`src/rtl/dsp_addsub_seq.sv`:
```
// dsp_addsub_seq: multi-cycle add/sub/compare unit.
// The WIDTH-bit operands are processed as NS = WIDTH/SLICE_W slices, one slice
// per clock. The carry between slices is held in a register. The unit
// produces a signed-overflow flag, a zero flag and signed/unsigned compare
// results.
//
// Ports:
//   clk, rst_n             clock (rising edge), synchronous active-low reset
//   in_valid / in_ready    operand handshake; in_ready is high only in IDLE
//   in_op                  00 ADD, 01 SUB, 10 SLT (signed), 11 SLTU
//   in_a, in_b             operands, sampled only on the accept edge
//   out_valid / out_ready  result handshake; outputs hold while stalled
//   out_result             sum / difference / {0..0, lt}
//   out_carry              ADD: carry out; SUB/SLT/SLTU: 1 = no borrow
//   out_zero               out_result == 0
//   out_ovf                signed overflow of the underlying add/sub
//
// Optional build macro: ADDSUB_SATURATE_EN. When it is defined, an ADD or SUB
// that overflows is clamped to the signed max/min value.
module dsp_addsub_seq #(
  parameter int unsigned WIDTH   = 32,
  parameter int unsigned SLICE_W = 16
) (
  input  logic             clk,
  input  logic             rst_n,
  input  logic             in_valid,
  output logic             in_ready,
  input  logic [1:0]       in_op,
  input  logic [WIDTH-1:0] in_a,
  input  logic [WIDTH-1:0] in_b,
  output logic             out_valid,
  input  logic             out_ready,
  output logic [WIDTH-1:0] out_result,
  output logic             out_carry,
  output logic             out_zero,
  output logic             out_ovf
);

  localparam int unsigned NS = WIDTH / SLICE_W;
  localparam int unsigned CW = (NS > 1) ? $clog2(NS) : 1;

  typedef enum logic [1:0] {S_IDLE, S_BUSY, S_DONE} state_t;
  typedef enum logic [1:0] {OP_ADD = 2'b00, OP_SUB = 2'b01,
                            OP_SLT = 2'b10, OP_SLTU = 2'b11} op_t;

  state_t state, state_nxt;

  logic [WIDTH-1:0] a_q, b_q, sum_q;
  op_t              op_q;
  logic             carry_q;
  logic [CW-1:0]    cnt_q;

  logic             last_slice;
  logic [SLICE_W:0] slice_sum;
  logic [WIDTH-1:0] full_sum;
  logic [WIDTH-1:0] final_res;
  logic             sum_msb, a_msb, b_msb, ovf, lt;

  assign in_ready  = (state == S_IDLE);
  assign out_valid = (state == S_DONE);

  always_ff @(posedge clk) begin
    if (!rst_n) state <= S_IDLE;
    else        state <= state_nxt;
  end

  always_comb begin
    state_nxt = state;
    case (state)
      S_IDLE: if (in_valid) state_nxt = S_BUSY;
      S_BUSY: if (last_slice) state_nxt = S_DONE;
      S_DONE: if (out_ready) state_nxt = S_IDLE;
      default: state_nxt = S_IDLE;
    endcase
  end

  assign last_slice = (cnt_q == CW'(NS - 1));
  assign slice_sum  = {1'b0, a_q[cnt_q*SLICE_W +: SLICE_W]}
                    + {1'b0, b_q[cnt_q*SLICE_W +: SLICE_W]}
                    + {{SLICE_W{1'b0}}, carry_q};

  // The flags are only used on the last slice. By then, sum_q holds every lower
  // slice, so merging in the current slice gives the complete sum.
  always_comb begin
    full_sum = sum_q;
    full_sum[cnt_q*SLICE_W +: SLICE_W] = slice_sum[SLICE_W-1:0];
  end

  assign sum_msb = slice_sum[SLICE_W-1];
  assign a_msb   = a_q[WIDTH-1];
  assign b_msb   = b_q[WIDTH-1];
  assign ovf     = (a_msb == b_msb) && (sum_msb != a_msb);
  assign lt      = (op_q == OP_SLT) ? (sum_msb ^ ovf) : ~slice_sum[SLICE_W];

  always_comb begin
    final_res = '0;
    if (op_q == OP_SLT || op_q == OP_SLTU) begin
      final_res[0] = lt;
    end else begin
      final_res = full_sum;
`ifdef ADDSUB_SATURATE_EN
      if (ovf) final_res = a_msb ? {1'b1, {(WIDTH-1){1'b0}}} : {1'b0, {(WIDTH-1){1'b1}}};
`endif
    end
  end

  always_ff @(posedge clk) begin
    if (!rst_n) begin
      a_q        <= '0;
      b_q        <= '0;
      sum_q      <= '0;
      op_q       <= OP_ADD;
      carry_q    <= 1'b0;
      cnt_q      <= '0;
      out_result <= '0;
      out_carry  <= 1'b0;
      out_zero   <= 1'b0;
      out_ovf    <= 1'b0;
    end else begin
      case (state)
        S_IDLE: if (in_valid) begin
          // SUB and the compares are computed as a + ~b + 1.
          a_q     <= in_a;
          b_q     <= (op_t'(in_op) == OP_ADD) ? in_b : ~in_b;
          op_q    <= op_t'(in_op);
          carry_q <= (op_t'(in_op) != OP_ADD);
          cnt_q   <= '0;
          sum_q   <= '0;
        end
        S_BUSY: begin
          sum_q[cnt_q*SLICE_W +: SLICE_W] <= slice_sum[SLICE_W-1:0];
          carry_q <= slice_sum[SLICE_W];
          cnt_q   <= cnt_q + 1'b1;
          if (last_slice) begin
            out_result <= final_res;
            out_carry  <= slice_sum[SLICE_W];
            out_zero   <= (final_res == '0);
            out_ovf    <= ovf;
          end
        end
        default: ;
      endcase
    end
  end

endmodule

```
`config.mk`:
```
export PLATFORM = sky130hd
export DESIGN_NAME = dsp_addsub_seq
export DESIGN_NICKNAME = d
export VERILOG_FILES = /design/src/rtl/dsp_addsub_seq.sv
export SDC_FILE = /design/constraint.sdc
export NUM_CORES = 1
export LEC_CHECK = 0
export BUFFER_PORTS_ARGS = -buffer_cell sky130_fd_sc_hd__buf_2
export CAP_MARGIN = 20
export CORE_ASPECT_RATIO = 0.6
export CORE_MARGIN = 5
export CORE_UTILIZATION = 50
export CTS_CLUSTER_DIAMETER = 100
export DETAILED_ROUTE_END_ITERATION = 10
export HOLD_SLACK_MARGIN = 0.05
export MAX_ROUTING_LAYER = met4
export PLACE_DENSITY = 0.77
export RECOVER_POWER = 50
export SLEW_MARGIN = 15
export SYNTH_ARGS = -nofsm -noshare
export SYNTH_HDL_FRONTEND = slang
export SYNTH_SLANG_ARGS = --single-unit
```
`constraint.sdc`:
```
create_clock -name clk -period 6.85 [get_ports clk]
set_clock_uncertainty 0.15 [all_clocks]
set_input_delay 0.685 -clock clk [delete_from_list [all_inputs] [get_ports clk]]
set_output_delay 0.685 -clock clk [all_outputs]
set_load 0.02 [all_outputs]
```
==> results.yml <==
logic_synthesis:
  yosysMostFrequentCell: "dfxtp_1"
  yosysSeqAreaShare: 0.407
  postSynthCellCount: 751
  synth_cell_types: 63
  synth_ff_type: "dfxtp_1"
  syn_avg_cell_area_sq_um: 8.64
  syn_nets: 838
  synth_common_cells: "dfxtp_1, nand2_1, nor2_1"
  synth-edff-count: 0
  synth_top_area_share: 0.407
  synth_area_sq_um: 6490
  synthTopCellsByArea: "dfxtp_1, nand2_1, nor2_1, mux2i_1, mux2_2"
  ys_ff_latch: 132
  yosys.area.top_type: "dfxtp_1"
  async_flop_share: 0
  yosysWarnings: 0
run:
  drv_cap: 2
sta:
  hold_ws_ns: 0.300
  drv_slew: 111
  fin_crit_sh: 0.740
  grt_setup_unrepaired: "no"
  fin_crit_ns: 5.07
  setup_violations: 0
  slew_headroom: -1.38
  finalHoldViolations: 0
  setup_tns_ns: 0
  worst_slew_pin_slew_ns: 3.57
  max_freq_mhz: 197
die:
  num_rows: 32
  dieArea_sq_um: 15400
  core_sq_um: 12800
  io_pins: 107
  initial_core_util: 0.508
  dieHeight_um: 98.3
  die_w_um: 157
detailed_routing:
  drt-initial-drc-count: 454
  wl_met1_um: 8170
  ant_nets: 0
  dr.pass1.iters: 6
  top_layer: "met4"
  route.met2.wl_um: 6720
  vias_per_cell: 5.50
  routed-via-count: 5572
  drc: 0
  wirelength_um: 16200
  wl_per_cell_um: 16.0
  wl_met3_um: 1180
place:
  portBuffers: 106
  gp_congestion: 0.938
  dp.cells: 980
  place_hpwl_um: 11500
clock_network:
  h-tree-depth: 4
  cts_resized: 0
  clock_latency_ns: 0.41
  cts_tree: "done"
  clk_pin_slew_ns: 0.06
  clockBufferDepth: 2
  cts_buffers: 17
  cts_setup_buffers: 0
  cts.sinks: 132
  cts_root_buf: "clkbuf_16"
  ctsHoldBuffers: 0
global_routing:
  grt.total_usage: 0.219
  grt_max_degree: 75
  grt-ovfl-total: 0
  grt_pass1_vias: 5199
  grt_pass1_wl_um: 26700
  antenna_found_initial: 0
worst_setup_path:
  critPathArrivalTime_ns: 5.20
  cp_slowest_cell: "clkbuf_1"
  slowest_delay_ns: 2.50
  cp-end-kind: "register"
  path_cells: "nor2_1 -> and2_2 -> clkbuf_1 -> o21ai_1 -> buf_4 -> a22oi_1 -> nor2_1"
  crit_fanout: 68
  startpoint_type: "register"
  required_ns: 6.98
  critPathKind: "reg2reg"
  critical-path-top-delay-family: "buffers and inverters"
  crit_path_frequent_cell: "nor2_1"
  path_buf_inv: 2
power:
  power_density_nw_per_um2: 272
  p_leak_nw: 3.03
  peakVddDrop_v: 0.000155
status:
  run_status: "complete, but fails checks"
  violations: "max-capacitance violations, max-slew violations"
final_layout:
  fill_cells: 1154
  area_growth_pct: 16.9
  nets: 917
  layout.cells.non_filler: 1013
  antenna_cells: 0
  drive_above_1_share: 0.187
  fin_util: 0.594
hold_path:
  min_path_type: "reg2reg"
==> per-stage QoR <==
stage | total power, W | area, sq um | setup slack [ns]
CTS | 0.00206 | 7620 | 2.71
floorplan | 0.00112 | 6490 | 2.99
detailed placement | 0.00121 | 7050 | 2.74
global placement | 0.00121 | 7050 | 2.86
global route | 0.00215 | 7590 | 1.33
finish | 0.00207 | 7590 | 1.78
==> power breakdown <==
part / internal [W] / total (W) / switching [W]
clock: 0.000517 / 0.000858 / 0.000341
combinational: 0.000156 / 0.000372 / 0.000216
sequential: 0.000808 / 0.000836 / 0.0000277
total: 0.00148 / 0.00207 / 0.000585
==> final timing paths <==
check	startpoint	to	slack [ns]	cells after the start
setup reg to reg	state[1]	sum_q[15]	1.78	7
hold / removal	out_result[7]	out_result[7]	0.30	2
hold reg to reg	out_result[7]	out_result[7]	0.30	2
setup / recovery	state[1]	sum_q[15]	1.78	7
==> cell usage in the layout, fill, tap and decap left out, types with 8 or more instances in the layout <==
| cell type | instances |
|---|---|
| mux2_2 | 31 |
| mux2i_1 | 35 |
| clkbuf_1 | 40 |
| buf_2 | 69 |
| ha_1 | 15 |
| a21oi_1 | 69 |
| clkbuf_16 | 17 |
| nor2_1 | 97 |
| dfxtp_1 | 131 |
| nand3_1 | 10 |
| xnor2_1 | 38 |
| a22oi_1 | 38 |
| nor3_1 | 14 |
| inv_1 | 8 |
| nand2_1 | 101 |
| nand3b_1 | 15 |
==> sequential cells by signal, indices dropped and copies added (netlist names) <==
name        cells
b_q            32
out_carry       1
state           2
a_q            32
carry_q         1
sum_q          27
out_result     32
op_q            2
cnt_q           1
out_ovf         1
out_zero        1
==> worst reg2reg max path: stages, from the launching register on <==
cell      delay (ns)
dfxtp_1         0.34
nor2_1          0.33
and2_2          0.21
clkbuf_1        2.50
o21ai_1         0.73
buf_4           0.41
a22oi_1         0.21
nor2_1          0.06
==> metal layers <==
layer	vias up	GRT usage
li1	2771	-
met1	2605	0.329
met2	178	0.298
met3	18	0.0483
met4	0	0.0469
met5	-	-
==> logic make-up (layout without fill, tap and decap cells) <==
| kind of cell | Yosys count | after routing | synth area share |
|---|---|---|---|
| compound gates | 148 | 148 | 0.147 |
| xor+xnor | 42 | 42 | 0.0567 |
| fa+ha+maj | 17 | 17 | 0.0351 |
| buf+inv | 64 | 156 | 0.0434 |
| flops | 132 | 132 | 0.407 |
| mux | 67 | 67 | 0.110 |
| simple gates | 281 | 281 | 0.202 |
==> layout make-up <==
cell class	instances	area, sq um	share of cell area
clock buffer	20	457	0.0602
clock inverter	12	108	0.0142
inverter	10	38.8	0.00511
multi-input combinational	555	3580	0.472
sequential	132	2640	0.349
tap	170	213	0.0280
timing repair buffer	114	549	0.0724
Power figures use the tool's default switching activity.
